## config.mk

```make
export PLATFORM = sky130hd
export DESIGN_NAME = iq_packer_flat
export DESIGN_NICKNAME = d
export VERILOG_FILES = /design/src/rtl/iq_packer_if.sv /design/src/rtl/iq_packer.sv /design/src/flat_wrapper.sv
export SDC_FILE = /design/constraint.sdc
export NUM_CORES = 1
export LEC_CHECK = 0
export BUFFER_PORTS_ARGS = -buffer_cell sky130_fd_sc_hd__buf_2
export CORE_ASPECT_RATIO = 0.5
export CORE_MARGIN = 1
export CORE_UTILIZATION = 35
export CTS_CLUSTER_SIZE = 16
export DETAILED_ROUTE_END_ITERATION = 7
export GPL_ROUTABILITY_DRIVEN = 1
export HOLD_SLACK_MARGIN = 0.06
export PLACE_DENSITY = 0.63
export SYNTH_ARGS = -nofsm -noshare
export SYNTH_HDL_FRONTEND = slang
export SYNTH_SLANG_ARGS = --single-unit
```

## constraint.sdc

```tcl
create_clock -name clock -period 9.25 [get_ports clock]
set_input_delay 1.85 -clock clock [delete_from_list [all_inputs] [get_ports clock]]
set_output_delay 1.85 -clock clock [all_outputs]
set_load 0.01 [all_outputs]
```

## src/rtl/iq_packer_if.sv

```systemverilog
`default_nettype none
// ============================================================================
// Module      : iq_packer_if
// Description : Bundles the sample-input handshake and the memory write bus of
//               iq_packer.  The "slave" modport is the packer's view (consumes
//               samples, drives the memory bus); the "master" modport is the
//               view of whatever feeds samples and watches the memory bus.
//   in_valid  : sample strobe
//   in_i/in_q : NCH packed 24-bit I and Q words, ch0 in the LSBs
//   in_ready  : packer idle and able to accept in_valid
//   overflow  : sticky flag, a strobe was dropped
//   mem_*     : 48-bit write data, write address (MSB = page), write strobe
//   mem_block : page currently readable by the host (~mem_addr MSB)
//   page_done : one-cycle pulse when a page has been filled
// Revision    : 1.0 - initial release
// ============================================================================
interface iq_packer_if #(
    parameter int NCH    = 2,
    parameter int ADDR_W = 8
) ();
    logic                  in_valid;
    logic [NCH*24-1:0]     in_i;
    logic [NCH*24-1:0]     in_q;
    logic                  in_ready;
    logic                  overflow;
    logic [47:0]           mem_data;
    logic [ADDR_W-1:0]     mem_addr;
    logic                  mem_wen;
    logic                  mem_block;
    logic                  page_done;

    modport master (
        output in_valid, in_i, in_q,
        input  in_ready, overflow, mem_data, mem_addr, mem_wen, mem_block, page_done
    );

    modport slave (
        input  in_valid, in_i, in_q,
        output in_ready, overflow, mem_data, mem_addr, mem_wen, mem_block, page_done
    );
endinterface
`default_nettype wire

```

## src/rtl/iq_packer.sv

```systemverilog
`default_nettype none
// ============================================================================
// Module      : iq_packer
// Description : Packs NCH channels of 24-bit I/Q samples into 48-bit memory
//               words written into a double-buffered (two-page) memory.
//               24-bit mode: one word {I,Q} per channel.
//               16-bit mode: halfwords I then Q per channel, three halfwords
//               per word, leftovers carried across strobes.
//               Optional macro IQ_PACKER_ROUND_EN selects round-half-up with
//               saturation for 16-bit halfwords instead of truncation.
// Ports       : clock   - sole clock
//               reset   - asynchronous active-high reset
//               rx_on   - packer enable (low = synchronous clear)
//               mode16  - 1 = 16-bit packing, latched only while rx_on = 0
//               bus     - iq_packer_if.slave (sample input + memory bus)
// Revision    : 1.0 - initial release
// ============================================================================
module iq_packer #(
    parameter int NCH        = 2,
    parameter int PAGE_WORDS = 82,
    parameter int ADDR_W     = 8
) (
    input  logic        clock,
    input  logic        reset,
    input  logic        rx_on,
    input  logic        mode16,
    iq_packer_if.slave  bus
);

    // Each strobe is processed as 2*NCH one-cycle items: in 24-bit mode even
    // items strobe a word and odd items are the address-advance gap; in
    // 16-bit mode every item pushes one halfword into the packer.
    localparam int                NITEM     = 2 * NCH;
    localparam int                IDX_W     = $clog2(NITEM);
    localparam int                OFF_W     = ADDR_W - 1;
    localparam logic [IDX_W-1:0]  LAST_ITEM = IDX_W'(NITEM - 1);
    localparam logic [OFF_W-1:0]  LAST_OFF  = OFF_W'(PAGE_WORDS - 1);
    localparam logic [ADDR_W-1:0] PAGE_BASE = {1'b1, {OFF_W{1'b0}}};

    typedef enum logic [1:0] {
        ST_OFF   = 2'd0,
        ST_READY = 2'd1,
        ST_BUSY  = 2'd2
    } state_t;

    state_t              state_q, state_d;
    logic [IDX_W-1:0]    idx_q, idx_d;
    logic [NCH*24-1:0]   cap_i_q, cap_i_d;
    logic [NCH*24-1:0]   cap_q_q, cap_q_d;
    logic                mode_q, mode_d;
    logic [47:0]         pk_q, pk_d;
    logic [1:0]          pk_cnt_q, pk_cnt_d;
    logic [47:0]         mem_data_q, mem_data_d;
    logic [ADDR_W-1:0]   mem_addr_q, mem_addr_d;
    logic                mem_wen_q, mem_wen_d;
    logic                page_done_q, page_done_d;
    logic                overflow_q, overflow_d;

    logic                w_accept;
    logic [IDX_W-1:0]    w_item;
    logic [NCH*24-1:0]   w_src_i;
    logic [NCH*24-1:0]   w_src_q;
    logic [23:0]         w_smp_i;
    logic [23:0]         w_smp_q;
    logic [23:0]         w_sample;
    logic [15:0]         w_half;

    // The first item is processed on the accept edge straight from the
    // inputs, so a strobe occupies exactly 2*NCH cycles.
    always_comb begin
        w_accept = (state_q == ST_READY) && bus.in_valid;
        w_src_i  = w_accept ? bus.in_i : cap_i_q;
        w_src_q  = w_accept ? bus.in_q : cap_q_q;
        w_item   = w_accept ? '0 : idx_q;
        w_smp_i  = w_src_i[24*int'(w_item >> 1) +: 24];
        w_smp_q  = w_src_q[24*int'(w_item >> 1) +: 24];
        w_sample = w_item[0] ? w_smp_q : w_smp_i;
    end

`ifdef IQ_PACKER_ROUND_EN
    // Round half-up on bit 7; only the positive full-scale code can overflow.
    always_comb begin
        if (w_sample[23:8] == 16'h7FFF) begin
            w_half = 16'h7FFF;
        end else begin
            w_half = w_sample[23:8] + {15'd0, w_sample[7]};
        end
    end
`else
    logic w_unused_lsbs;
    assign w_unused_lsbs = ^w_sample[7:0];
    assign w_half        = w_sample[23:8];
`endif

    always_comb begin
        state_d     = state_q;
        idx_d       = idx_q;
        cap_i_d     = cap_i_q;
        cap_q_d     = cap_q_q;
        mode_d      = mode_q;
        pk_d        = pk_q;
        pk_cnt_d    = pk_cnt_q;
        mem_data_d  = mem_data_q;
        mem_addr_d  = mem_addr_q;
        mem_wen_d   = 1'b0;
        page_done_d = 1'b0;
        overflow_d  = overflow_q;

        // Address advances on the edge that ends each write strobe.
        if (mem_wen_q) begin
            if (mem_addr_q[OFF_W-1:0] == LAST_OFF) begin
                mem_addr_d  = {~mem_addr_q[ADDR_W-1], {OFF_W{1'b0}}};
                page_done_d = 1'b1;
            end else begin
                mem_addr_d = {mem_addr_q[ADDR_W-1], mem_addr_q[OFF_W-1:0] + 1'b1};
            end
        end

        if (bus.in_valid && (state_q != ST_READY)) begin
            overflow_d = 1'b1;
        end

        if (w_accept) begin
            cap_i_d = bus.in_i;
            cap_q_d = bus.in_q;
        end

        if (w_accept || (state_q == ST_BUSY)) begin
            if (!mode_q) begin
                if (!w_item[0]) begin
                    mem_wen_d  = 1'b1;
                    mem_data_d = {w_smp_i, w_smp_q};
                end
            end else begin
                // Fills are always three pushes apart, so a fill can never
                // coincide with the previous word's strobe cycle.
                if (pk_cnt_q == 2'd2) begin
                    mem_wen_d  = 1'b1;
                    mem_data_d = {pk_q[47:16], w_half};
                    pk_d       = '0;
                    pk_cnt_d   = 2'd0;
                end else begin
                    if (pk_cnt_q == 2'd0) begin
                        pk_d[47:32] = w_half;
                    end else begin
                        pk_d[31:16] = w_half;
                    end
                    pk_cnt_d = pk_cnt_q + 2'd1;
                end
            end

            if (w_item == LAST_ITEM) begin
                state_d = ST_READY;
                idx_d   = '0;
            end else begin
                state_d = ST_BUSY;
                idx_d   = w_item + 1'b1;
            end
        end

        // Disable wins over everything: in-flight and partial words are lost.
        if (!rx_on) begin
            state_d     = ST_OFF;
            idx_d       = '0;
            mode_d      = mode16;
            pk_d        = '0;
            pk_cnt_d    = 2'd0;
            mem_addr_d  = PAGE_BASE;
            mem_wen_d   = 1'b0;
            page_done_d = 1'b0;
            overflow_d  = 1'b0;
        end else if (state_q == ST_OFF) begin
            state_d = ST_READY;
        end
    end

    always_ff @(posedge clock or posedge reset) begin
        if (reset) begin
            state_q     <= ST_OFF;
            idx_q       <= '0;
            cap_i_q     <= '0;
            cap_q_q     <= '0;
            mode_q      <= 1'b0;
            pk_q        <= '0;
            pk_cnt_q    <= 2'd0;
            mem_data_q  <= '0;
            mem_addr_q  <= PAGE_BASE;
            mem_wen_q   <= 1'b0;
            page_done_q <= 1'b0;
            overflow_q  <= 1'b0;
        end else begin
            state_q     <= state_d;
            idx_q       <= idx_d;
            cap_i_q     <= cap_i_d;
            cap_q_q     <= cap_q_d;
            mode_q      <= mode_d;
            pk_q        <= pk_d;
            pk_cnt_q    <= pk_cnt_d;
            mem_data_q  <= mem_data_d;
            mem_addr_q  <= mem_addr_d;
            mem_wen_q   <= mem_wen_d;
            page_done_q <= page_done_d;
            overflow_q  <= overflow_d;
        end
    end

    assign bus.in_ready  = (state_q == ST_READY);
    assign bus.overflow  = overflow_q;
    assign bus.mem_data  = mem_data_q;
    assign bus.mem_addr  = mem_addr_q;
    assign bus.mem_wen   = mem_wen_q;
    assign bus.mem_block = ~mem_addr_q[ADDR_W-1];
    assign bus.page_done = page_done_q;

endmodule
`default_nettype wire

```

## src/flat_wrapper.sv

```systemverilog
// flat-port wrapper written by rule: the top's interface ports become plain ports
module iq_packer_flat 
#(
    parameter int NCH        = 2,
    parameter int PAGE_WORDS = 82,
    parameter int ADDR_W     = 8
)
  (clock, reset, rx_on, mode16, bus_in_valid, bus_in_i, bus_in_q, bus_in_ready, bus_overflow, bus_mem_data, bus_mem_addr, bus_mem_wen, bus_mem_block, bus_page_done);
  iq_packer_if #(.NCH(NCH), .ADDR_W(ADDR_W)) bus_i ();
  input  logic clock;
  input  logic reset;
  input  logic rx_on;
  input  logic mode16;
  input wire logic [$bits(bus_i.in_valid)-1:0] bus_in_valid;
  input wire logic [$bits(bus_i.in_i)-1:0] bus_in_i;
  input wire logic [$bits(bus_i.in_q)-1:0] bus_in_q;
  output wire logic [$bits(bus_i.in_ready)-1:0] bus_in_ready;
  output wire logic [$bits(bus_i.overflow)-1:0] bus_overflow;
  output wire logic [$bits(bus_i.mem_data)-1:0] bus_mem_data;
  output wire logic [$bits(bus_i.mem_addr)-1:0] bus_mem_addr;
  output wire logic [$bits(bus_i.mem_wen)-1:0] bus_mem_wen;
  output wire logic [$bits(bus_i.mem_block)-1:0] bus_mem_block;
  output wire logic [$bits(bus_i.page_done)-1:0] bus_page_done;
  assign bus_i.in_valid = bus_in_valid;
  assign bus_i.in_i = bus_in_i;
  assign bus_i.in_q = bus_in_q;
  assign bus_in_ready = bus_i.in_ready;
  assign bus_overflow = bus_i.overflow;
  assign bus_mem_data = bus_i.mem_data;
  assign bus_mem_addr = bus_i.mem_addr;
  assign bus_mem_wen = bus_i.mem_wen;
  assign bus_mem_block = bus_i.mem_block;
  assign bus_page_done = bus_i.page_done;
  iq_packer #(.NCH(NCH), .PAGE_WORDS(PAGE_WORDS), .ADDR_W(ADDR_W)) u_core (.clock(clock), .reset(reset), .rx_on(rx_on), .mode16(mode16), .bus(bus_i));
endmodule
```

Yosys cells after proc, flatten, opt, wreduce, memory -nomap -nowiden:

Index checks and enable logic that the tools add are counted.

* word-level logic and storage cells: 85
* register bits after elaboration: 194
* input bits: 101
* output and inout bits: 61

* multiplexer cells: 38
* bitwise operators: 1
* equality and inequality tests: 16
* shift-type cells: 2
* add/sub/neg operators: 3
* reduce and logical (&&, ||, !) cells: 10
* multipliers: 1

Operators with widths (number)
* 48-bit two-way mux: 8
* 48-bit by 32-bit variable part select with 24-bit output: 2
* 16-bit two-way mux: 3
* 32-bit two-way mux: 1
* 2-bit two-way mux: 12
* 24-bit two-way mux: 1
* 8-bit two-way mux: 3
* 2-bit by 1-bit inequality test with 1-bit output (second input constant): 7
* 1-bit two-way mux: 10
* 3-bit AND reduction: 3
* 7-bit by 1-bit adder with 7-bit output (second input constant): 1
* 7-bit equality test (second input constant): 1
* 2-bit equality test (second input constant): 3
* 3-bit by 1-bit inequality test with 1-bit output (second input constant): 2
* 2-bit by 1-bit adder with 2-bit output (second input constant): 2
* 2-bit zero test: 2
* 2-bit AND reduction: 2
* 2-bit by 1-bit multiplier with 3-bit output (first input constant): 1
* 3-bit by 2-bit inequality test with 1-bit output (second input constant): 1
* 2-bit by 1-bit equality test with 1-bit output (second input constant): 1
* 1-bit logical AND: 2
* 2-bit inequality test (second input constant): 1
* 1-bit logical OR: 1
* 1-bit NOT: 1

Logic depth before layout (Yosys ltp):

Gate-level depths: netlist (run 1).

* word-level depth: 11
* depth in mapped cells: 8

Least setup slack after synthesis (run 1):

Ideal clock, no wire load.

* path type: in2reg
* from: input port bus_in_valid
* to: register u_core.mem_data_q[32] (netlist: u_core.bus.mem_data[32])
* cell stages on the path: 6
* library setup time: 0.082 ns
* data required time: 9.168 ns
* path buffers: 2
* slack: 6.189 ns
* data arrival time: 2.979 ns
* path through: and3b_2 -> buf_6 -> buf_6 -> nor3_1 -> or4_1 -> a31oi_1

* cells in the longest elaborated chain, start to end: 6

Ends and longest elaborated chain
* from (decl): line flat_wrapper.sv:14 `input wire logic [$bits(bus_i.in_valid)-1:0] bus_in_valid;`
* 1-bit logical AND (*): line iq_packer.sv:71 `w_accept = (state_q == ST_READY) && bus.in_valid;`
* 2-bit two-way mux: line iq_packer.sv:74 `w_item = w_accept ? '0 : idx_q;`
* 2-bit by 1-bit multiplier with 3-bit output: line iq_packer.sv:75 `w_smp_i = w_src_i[24*int'(w_item >> 1) +: 24];`
* 48-bit by 32-bit variable part select with 24-bit output: line iq_packer.sv:75
* 48-bit two-way mux: line iq_packer.sv:130 `if (!w_item[0]) begin`
* 48-bit two-way mux: line iq_packer.sv:129 `if (!mode_q) begin`
* to (signal assigned): line iq_packer.sv:199 `mem_data_q <= mem_data_d;`
* to (decl): line iq_packer.sv:53 `logic [47:0] mem_data_q, mem_data_d;`

Every way passes the cells marked *; elsewhere a longest branch is shown, timed or not. The select of a mux whose other input is x is not followed.
A chain may end at the register's enable or synchronous reset.

Worst setup path after layout (run 1):

* from: input port bus_in_valid
* to: register u_core.pk_q[42]

* cells in the longest elaborated chain, start to end: 10

Ends and longest elaborated chain
* 1-bit logical AND (*): line iq_packer.sv:71
* 2-bit two-way mux: line iq_packer.sv:74
* 2-bit by 1-bit multiplier with 3-bit output: line iq_packer.sv:75, iq_packer.sv:76
* 48-bit by 32-bit variable part select with 24-bit output (on tied branches): line iq_packer.sv:75, iq_packer.sv:76
* 24-bit two-way mux: line iq_packer.sv:77 `w_sample = w_item[0] ? w_smp_q : w_smp_i;`
* 16-bit two-way mux: line iq_packer.sv:143 `if (pk_cnt_q == 2'd0) begin`
* 32-bit two-way mux: line iq_packer.sv:137 `if (pk_cnt_q == 2'd2) begin`
* 48-bit two-way mux: line iq_packer.sv:129
* 48-bit two-way mux: line iq_packer.sv:128 `if (w_accept || (state_q == ST_BUSY)) begin`
* 48-bit two-way mux: line iq_packer.sv:162 `if (!rx_on) begin`
* to (signal assigned): line iq_packer.sv:197 `pk_q <= pk_d;`
* to (decl): line iq_packer.sv:51 `logic [47:0] pk_q, pk_d;`

Marked as above.

==> metrics.txt, run 1 <==
Yosys cell types 44; CP Capture Type register; clk root buf clkbuf_16; layout cells sized above 1 18.18%; Net Count, Synth 1179; drt initial violations 701; CP Max Fanout 88; initial core utilization 36.34%; total routed wirelength 28390 µm; Resized cells post-CTS 0; nets@finish 1290; Power Dens Cells 243.9 nW/µm²; Final Wtd Congestion 0.8876; fraction of registers with async set/reset 100.0%; switching power 0.8998 mW; Final ANT Viol Nets 0; commonest non-fill, non-tap cell in the layout nand2_1; kind of critical path input port to register; Sw Share 34.02%; commonest cells after routing, fill and taps aside nand2_1, dfrtp_1, buf_2; clock power share 28.4%; Ys Warns 0; hold buffers post-CTS 0; depth of the CTS H-tree 4; Synth Cell Area 9320 µm²; core footprint 25650 µm²; # rows 41; post-synth top area share 51.82%; CTS Buf Count 17; routed len/inst 18.39 µm; Slew HR 25.11%; TritonRoute pass-1 iters 5; met1 Usage GRT 30.37%; worst IR drop on VDD 0.1279 mV; gr busiest metal met2; Seq pwr share 46.5%; CTS tree built; Seq/Total Area, Yosys 52.10%; worst-skew pair later-pin latency 0.45 ns; post-CTS setup buffer count 0; Hold/Removal Path Class register to register; Max Slew Vio Count 0; Yosys reg bits 194; Filler Cell Count 2596; DRC viols 0; post-route setup TNS 0 ns; ys flop type dfrtp_1; Fin Clk Skew 0.01075 ns; total track usage 21.32%; worst path arrival time 5.05 ns; Clock Sinks 194; cell internal pwr 1.745 mW; RSZ-0062 raised after global routing false; met3 usage 4.669%; DIE WIDTH 232.8 µm; CP Data Required Time 9.58 ns; Layout Utilization 42.28%; Layout area overhead 16.36%; antenna violations before repair 3; Remaining Overflow, GRT 0; Pleak 5.175 nW; Die ar. 27330 µm²; Chip Height 117.4 µm; Vias/cell 5.365; Syn Area/Cell 8.662 µm²; first-pass GRT wire length 44640 µm; largest net degree at the start of global routing 114; Cells after Synth 1076; status finished clean; Max Cap Viol 0; PortBufs 161; Final Hold Violating Endpoints 0; Worst-path clk slew 0.07 ns; fmax 212.2 MHz; vias in the first global route 7980; Synth area leaders dfrtp_1, nand2_1, nor2_1; routed vias 8284; number of flops mapped to enable cells by yosys 0; Min Clock Period, post-route 4.713 ns; Clock Tree Buf Depth 2; met2 Usage GRT 30.99%; startpoint types input port; Final period util 50.95%; Slew @ Worst Pin 1.122 ns; io pins 162; endpoints failing setup 0; Comb pwr share 25.1%; most area-hungry cell type in the Yosys netlist dfrtp_1; hpwl dp 18750 µm
==> critical path: stages <==
cell and delay [ns]:
buf_2 0.12, nand3b_1 0.07, buf_4 0.66, buf_4 0.78, nand2_1 0.72, a21oi_1 0.41, nor2_1 0.10, a22o_1 0.22
==> area by class of cell <==
cell class                 count  area (µm²)  area share, %
sequential                   194        4858          44.80
antenna                        1       2.502        0.02307
tap                          344       430.4          3.969
clock inverter                 9       122.6          1.131
timing repair buffer         171       880.8          8.122
multi-input combinational    796        4063          37.46
inverter                       7       33.78         0.3115
clock buffer                  22       454.2          4.188
==> logic make-up after synthesis <==
group	Yosys count	synth area share, %
flip-flops	194	52.10
AO/OA/AOI/OAI	210	15.36
AND/OR/NAND/NOR	564	25.68
buffers and inverters	86	4.363
adder cells (fa/ha/maj)	2	0.2684
XOR/XNOR	3	0.2820
multiplexers	17	1.947
==> routing by layer <==
metal  vias up  part of all wire [%]  routed length (µm)
li1       3889                     -                   -
met1      4086                    47               13280
met2       256                    44               12580
met3        51                   5.9                1670
met4         2                   3.0                 849
met5         -                 0.032                   9
==> stage by stage <==
step	worst slack, ns	area [µm²]	instances	hold slack [ns]	total power [mW]
floorplan	2.118	9320	1076	0.4401	1.618
global placement	4.194	10270	1512	0.4552	1.893
detailed placement	4.104	10270	1512	0.4594	1.911
CTS	4.582	10840	1543	0.4768	2.663
global route	4.300	10850	1544	0.4929	2.789
finish	4.537	10850	1544	0.4744	2.645
==> registers in the layout (all words and copies together), names as in the netlist <==
| name | flops |
|---|---|
| u_core.mode_q | 1 |
| u_core.pk_q | 32 |
| u_core.pk_cnt_q | 2 |
| u_core.bus.mem_data | 48 |
| u_core.bus.mem_wen | 1 |
| u_core.bus.mem_addr | 8 |
| u_core.cap_i_q | 48 |
| u_core.cap_q_q | 48 |
| u_core.state_q | 2 |
| u_core.bus.overflow | 1 |
| u_core.bus.page_done | 1 |
| u_core.idx_q | 2 |
==> power groups by stage <==
| stage | combinational [mW] | clock, mW | sequential [mW] |
|---|---|---|---|
| after floorplan | 0.396 | 0 | 1.22 |
| after global placement | 0.657 | 0 | 1.24 |
| after detailed placement | 0.667 | 0 | 1.24 |
| after CTS | 0.669 | 0.765 | 1.23 |
| after global routing | 0.741 | 0.797 | 1.25 |
| final | 0.664 | 0.752 | 1.23 |
==> cells in the mapped netlist, types with 18 or more instances <==
| library cell | n |
|---|---|
| nor3_1 | 29 |
| a31oi_1 | 25 |
| nand3_1 | 18 |
| nand2_1 | 344 |
| buf_2 | 37 |
| clkbuf_1 | 29 |
| a22o_1 | 32 |
| a21oi_1 | 54 |
| o21ai_0 | 31 |
| or4_1 | 24 |
| dfrtp_1 | 193 |
| nor2_1 | 111 |
==> worst paths after layout <==
kind	start	endpoint	slack (ns)	cells after the start
max	bus_in_valid	u_core.pk_q[42]$_DFFE_PP0P_	4.54	8
min	u_core.cap_i_q[2]$_DFF_PP0_	u_core.cap_i_q[2]$_DFF_PP0_	0.47	2
max reg2reg	u_core.state_q[1]$_DFFE_PP0P_	u_core.pk_q[42]$_DFFE_PP0P_	5.54	7
min reg2reg	u_core.cap_i_q[2]$_DFF_PP0_	u_core.cap_i_q[2]$_DFF_PP0_	0.47	2
max in group asynchronous	reset	u_core.mode_q$_DFFE_PP0N_	6.08	3
min in group asynchronous	reset	u_core.cap_i_q[21]$_DFF_PP0_	1.52	2
No activity file was read; power rests on OpenSTA's default activity.
==> run 2: changes to the inputs <==
--- a/config.mk
+++ b/config.mk
@@ -13,7 +13,7 @@
 export DETAILED_ROUTE_END_ITERATION = 7
 export GPL_ROUTABILITY_DRIVEN = 1
 export HOLD_SLACK_MARGIN = 0.06
-export PLACE_DENSITY = 0.63
+export PLACE_DENSITY = 0.65
 export SYNTH_ARGS = -nofsm -noshare
 export SYNTH_HDL_FRONTEND = slang
 export SYNTH_SLANG_ARGS = --single-unit
==> constraint.sdc (replaced) <==
create_clock -name clock -period 4.15 [get_ports clock]
set_input_delay 0.83 -clock clock [delete_from_list [all_inputs] [get_ports clock]]
set_output_delay 0.83 -clock clock [all_outputs]
set_load 0.01 [all_outputs]
==> run 2 against run 1 <==
  * Sequential power grew 120%
  * First-iteration DRC count up 1.9%
  * Clock skew down 0.0018 ns
  * Non-clock buffer count grew 10
  * Global-route usage hardly changed
==> metrics.txt, run 2 (same netlist as run 1, synthesis figures left out) <==
fin area 11020 µm² (+1.6%); TritonRoute pass-1 iters 5 (unchanged); fmax 334.5 MHz; commonest cells after routing, fill and taps aside nand2_1, dfrtp_1, buf_2; Hold/Removal Path Class register to register; worst-skew pair later-pin latency 0.45 ns (about the same); Resized cells post-CTS 0 (unchanged); switching power 2.055 mW (+130%); Seq pwr share 45.0% (-1.5 points); startpoint types register; clock power share 29.9% (+1.5 points); worst hold endpoint u_core.cap_i_q[5]$_DFF_PP0_; post-route setup TNS 0 ns (unchanged); first-pass GRT wire length 44840 µm (+0.43%); Crit path max-delay family simple AND/OR/NAND/NOR gates; CP Max Fanout 51 (-42%); Power Dens Cells 546.8 nW/µm² (+120%); cell count of the worst reg-to-reg path 6 (-1); fin worst setup slack 1.161 ns (-3.376 ns); Max Slew Vio Count 0 (unchanged); Slew @ Worst Pin 1.123 ns (+0.001236 ns); CP Data Required Time 4.55 ns (-5.03 ns); Clock Tree Buf Depth 2 (unchanged); depth of the CTS H-tree 4 (unchanged); Hold Worst Slack 0.4712 ns (-0.003188 ns); Slew HR 24.95% (-0.16 points); Pleak 5.262 nW (+1.7%); CP max-delay cell and3b_4; Filler Cell Count 2497 (-3.8%); FF-to-FF Start u_core.state_q[1]$_DFFE_PP0P_; CTS Buf Count 17 (unchanged); Max Cap Viol 0 (unchanged); vias in the first global route 7900 (-1.0%); # diodes 0 (-1); kind of critical path register to register; io pins 162 (unchanged); routed vias 8322 (+0.46%); Final Hold Violating Endpoints 0 (unchanged); nets@finish 1300 (+0.78%); Sw Share 34.11% (+0.090 points); Buf/Inv on CP 1 (-2); Comb pwr share 25.1% (about the same); # rows 41 (unchanged); hpwl dp 19360 µm (+3.3%); pre-CTS setup slack 0.8823 ns (-3.222 ns); RR Endpoint u_core.bus.mem_data[9]$_DFFE_PP0P_; worst IR drop on VDD 0.3302 mV (+160%); Fin Clk Skew 0.008977 ns (-0.001769 ns); Remaining Overflow, GRT 0 (unchanged); worst path arrival time 3.39 ns (-1.66 ns); Hold Path Stages 2 (unchanged); largest net degree at the start of global routing 68 (-40%); hold buffers post-CTS 0 (unchanged); Final Wtd Congestion 0.8684 (-2.2%); Post-Place Cell Area 10370 µm² (+1.0%); CTS tree built; initial core utilization 36.34% (unchanged); placed cells 1522 (+0.66%); Vias/cell 5.355 (-0.19%); CP Capture Type register; RSZ-0062 raised after global routing false; Final period util 72.03%; PortBufs 161 (unchanged); worst path cell trace and3b_4 -> buf_4 -> nor3_1 -> o31a_1 -> nor3b_1 -> o22a_1; clk root buf clkbuf_16; commonest non-fill, non-tap cell in the layout nand2_1; status finished clean; slowest stage delay, CP 0.72 ns (-0.06 ns); Layout area overhead 18.24%; Die ar. 27330 µm² (unchanged); antenna violations before repair 1 (-2); Min Clock Period, post-route 2.989 ns; Chip Height 117.4 µm (unchanged); cell internal pwr 3.970 mW (+130%); total routed wirelength 28420 µm (+0.11%); Final ANT Viol Nets 0 (unchanged); R2R setup slack 1.16 ns (-4.38 ns); endpoints failing setup 0 (unchanged); HP Start u_core.cap_i_q[5]$_DFF_PP0_; Layout Cells excl Fill 1554 (+0.65%); total track usage 21.33% (about the same); post-CTS setup buffer count 0 (unchanged); core footprint 25650 µm² (unchanged); DIE WIDTH 232.8 µm (unchanged); routed len/inst 18.29 µm (-0.53%); Clock Sinks 194 (unchanged); DRC viols 0 (unchanged); layout cells sized above 1 19.17% (+0.99 points); Worst-path clk slew 0.08 ns (about the same); drt initial violations 714 (+1.9%)
[run 2: cell count changes in the layout (fill, tap and decap cells not counted), moves of 2 or more]
cell      change
buf_4         +7
buf_12        +3
clkinv_8      +3
clkinv_4      +2
clkbuf_1      -4
[run 2: layer usage]
layer,track usage (%),up-vias,part of all wire (%)
met5,0,-,0.046
met4,6.699,2,1.9
met3,5.982,42,7.1
met2,33.43,268,47
met1,28.45,4099,44
li1,-,3911,-
[run 2: worst min-delay path, stage by stage, from the launching register on]
cell	delay, ns
dfrtp_1	0.34
nand2_1	0.05
nand2_1	0.05
[run 2: power by group through the flow]
stage / clock (mW) / sequential, mW / combinational (mW)
floorplan: 0 / 2.72 / 0.883
global placement: 0 / 2.73 / 1.49
detailed placement: 0 / 2.74 / 1.52
CTS: 1.83 / 2.71 / 1.53
global route: 1.91 / 2.76 / 1.69
finish: 1.80 / 2.71 / 1.51
[run 2: worst max path at each step]
stage,slack (ns),cells past startpoint,start,to
2_1_floorplan,0.82,1,reset,u_core.bus.mem_addr[0]$_DFFE_PP0P_
3_3_place_gp,0.91,7,bus_in_valid,u_core.bus.mem_data[9]$_DFFE_PP0P_
3_5_place_dp,0.88,7,bus_in_valid,u_core.bus.mem_data[9]$_DFFE_PP0P_
4_1_cts,1.23,6,u_core.state_q[1]$_DFFE_PP0P_,u_core.bus.mem_data[9]$_DFFE_PP0P_
5_1_grt,1.05,6,u_core.state_q[1]$_DFFE_PP0P_,u_core.bus.mem_data[9]$_DFFE_PP0P_
6_report,1.16,6,u_core.state_q[1]$_DFFE_PP0P_,u_core.bus.mem_data[9]$_DFFE_PP0P_
[run 2: layout make-up]
class                      instances  area (µm²)  share of cell area, %
clock buffer                      17       425.4                  3.860
clock inverter                    15       222.7                  2.021
inverter                           7       30.03                 0.2725
multi-input combinational        796        4060                  36.84
sequential                       194        4858                  44.08
tap                              344       430.4                  3.906
timing repair buffer             181       993.5                  9.015
[run 2: per-stage QoR]
step | utilization, % | power, mW
2_1_floorplan | - | 3.608
3_3_place_gp | 40.44 | 4.221
3_5_place_dp | 40.44 | 4.262
4_1_cts | 42.97 | 6.064
5_1_grt | 42.97 | 6.352
6_report | 42.97 | 6.026
==> run 3: changes to the inputs <==
--- a/config.mk
+++ b/config.mk
@@ -13,7 +13,7 @@
 export DETAILED_ROUTE_END_ITERATION = 7
 export GPL_ROUTABILITY_DRIVEN = 1
 export HOLD_SLACK_MARGIN = 0.06
-export PLACE_DENSITY = 0.65
+export PLACE_DENSITY = 0.63
 export SYNTH_ARGS = -nofsm -noshare
 export SYNTH_HDL_FRONTEND = slang
 export SYNTH_SLANG_ARGS = --single-unit
==> constraint.sdc (replaced) <==
create_clock -name clock -period 2.8 [get_ports clock]
set_input_delay 0.56 -clock clock [delete_from_list [all_inputs] [get_ports clock]]
set_output_delay 0.56 -clock clock [all_outputs]
set_load 0.01 [all_outputs]
==> run 3 against run 2 <==
  * Routed wire length up 1.7%
  * Critical endpoint is now u_core.bus.mem_data[12]$_DFFE_PP0P_
  * Critical path type unchanged
  * Sequential power is 49% higher
  * Cell area up 1.8%
  * Setup slack lost 0.79 ns
  * Utilization rose by 0.77 points
  * Total power grew 46%
  * Critical path depth increased by 1
  * First-iteration DRC count increased by 24%
  * Via count up 0.35%
  * Clock skew grew 0.0033 ns
  * Sequential share of layout area shrank 0.78 points
==> metrics.txt, run 3 (same netlist as run 1, synthesis figures left out) <==
largest net degree at the start of global routing 103 (+51%); total track usage 21.56% (+0.23 points); TritonRoute pass-1 iters 6 (+1); worst-skew pair later-pin latency 0.45 ns (about the same); Pleak 5.366 nW (+2.0%); Die ar. 27330 µm² (unchanged); Chip Height 117.4 µm (unchanged); nets@finish 1318 (+1.4%); CTS tree built; Resized cells post-CTS 0 (unchanged); commonest cells after routing, fill and taps aside nand2_1, dfrtp_1, buf_2; first-pass GRT wire length 45530 µm (+1.6%); Hold/Removal Path Class input port to async pin; commonest non-fill, non-tap cell in the layout nand2_1; Slew @ Worst Pin 1.046 ns (-0.07744 ns); Fin Clk Skew 0.01223 ns (+0.003254 ns); CP Capture Type register; fmax 412.2 MHz (+23%); layout cells sized above 1 20.28% (+1.1 points); Clock Tree Buf Depth 2 (unchanged); switching power 3.037 mW (+48%); clock power share 27.8% (-2.1 points); worst path cell trace nand3b_1 -> buf_12 -> buf_4 -> o211ai_1 -> o31a_1 -> nor3b_1 -> o22a_1; Max Cap Viol 0 (unchanged); Final ANT Viol Nets 0 (unchanged); total routed wirelength 28910 µm (+1.7%); Power Dens Cells 786.0 nW/µm² (+44%); CP Data Required Time 3.19 ns (-1.36 ns); Final Wtd Congestion 0.8911 (+2.6%); io pins 162 (unchanged); Final period util 86.64% (+15 points); DRC viols 0 (unchanged); Max Slew Vio Count 0 (unchanged); Min Clock Period, post-route 2.426 ns (-0.5634 ns); kind of critical path register to register; Pwr Total 8.818 mW (+46%); drt initial violations 888 (+24%); worst path arrival time 2.81 ns (-0.58 ns); Remaining Overflow, GRT 0 (unchanged); Seq pwr share 46.0% (+1.0 points); cell internal pwr 5.781 mW (+46%); # rows 41 (unchanged); core footprint 25650 µm² (unchanged); antenna violations before repair 2 (+1); routed vias 8351 (+0.35%); PortBufs 161 (unchanged); CP Max Fanout 39 (-24%); startpoint types register; initial core utilization 36.34% (unchanged); hpwl dp 20280 µm (+4.8%); depth of the CTS H-tree 4 (unchanged); Layout area overhead 20.37%; CP max-delay cell dfrtp_1; Worst-path clk slew 0.07 ns (about the same); Vias/cell 5.306 (-0.93%); worst IR drop on VDD 0.4581 mV (+39%); hold buffers post-CTS 0 (unchanged); slowest stage delay, CP 0.48 ns (-0.24 ns); fin area 11220 µm² (+1.8%); Filler Cell Count 2522 (+1.0%); RSZ-0062 raised after global routing false; DIE WIDTH 232.8 µm (unchanged); Post-Place Cell Area 10630 µm² (+2.5%); Final Hold Violating Endpoints 0 (unchanged); Sw Share 34.44% (+0.33 points); endpoints failing setup 0 (unchanged); Comb pwr share 26.2% (+1.1 points); Slew HR 30.20% (+5.2 points); status finished clean; post-CTS setup buffer count 0 (unchanged); vias in the first global route 8081 (+2.3%); routed len/inst 18.37 µm (+0.42%); CTS Buf Count 17 (unchanged); clk root buf clkbuf_16; Clock Sinks 194 (unchanged)
==> run 3: cell count changes in the layout (fill, tap and decap cells not counted), moves of 3 or more <==
cell,change
clkinv_4,-3
buf_4,+8
buf_12,+10
clkinv_2,+3
==> run 3: per-stage QoR <==
stage	setup WS, ns	cells	util [%]	TNS, ns	hold WS [ns]
floorplan	-0.2636	1076	-	-50.87	0.4401
global placement	0.2267	1540	41.45	0	0.4544
detailed placement	0.1688	1540	41.45	0	0.4614
CTS	0.3430	1572	43.72	0	0.2057
global route	0.2548	1572	43.72	0	0.2458
finish	0.3740	1574	43.74	0	0.2045
==> run 3: area by class of cell <==
type                            count  area (µm²)  share of cell area (%)
Clock buffer                       20       456.7                   4.071
Inverter                            7       30.03                  0.2677
Tap cell                          344       430.4                   3.837
Sequential cell                   194        4858                   43.31
Antenna cell                        2       5.005                 0.04461
Clock inverter                     12       123.9                   1.104
Timing Repair Buffer              199        1254                   11.18
Multi-Input combinational cell    796        4060                   36.19
==> run 3: worst max-delay path: cells and delay by family, from the launching register on <==
family | cells | cell delay [ns]
simple gates | 2 | 0.89
compound gates | 3 | 0.51
flops | 1 | 0.48
buf+inv | 2 | 0.46
==> run 3: routing by layer <==
layer	track usage, %	part of all wire [%]	up-vias
li1	-	-	3938
met1	30.70	47	4095
met2	32.25	45	266
met3	4.645	5.2	52
met4	7.394	2.6	0
met5	0	0	-
==> run 3: final timing paths <==
kind	slack (ns)	cells past startpoint	startpoint	end
max	0.37	7	u_core.state_q[1]$_DFFE_PP0P_	u_core.bus.mem_data[12]$_DFFE_PP0P_
min	0.20	2	reset	u_core.pk_q[44]$_DFFE_PP0P_
max reg2reg	0.37	7	u_core.state_q[1]$_DFFE_PP0P_	u_core.bus.mem_data[12]$_DFFE_PP0P_
min reg2reg	0.48	2	u_core.cap_q_q[3]$_DFF_PP0_	u_core.cap_q_q[3]$_DFF_PP0_
max in group asynchronous	1.78	4	reset	u_core.cap_q_q[4]$_DFF_PP0_
min in group clock	0.30	3	bus_in_q[45]	u_core.cap_q_q[45]$_DFF_PP0_
==> run 3: power by group through the flow <==
stage	Clock, mW	Combinational, mW	Sequential, mW
after CTS	2.50	2.33	4.05
after global placement	0	2.27	4.07
after global routing	2.59	2.57	4.13
final	2.45	2.31	4.05
after detailed placement	0	2.32	4.10
after floorplan	0	1.31	4.04
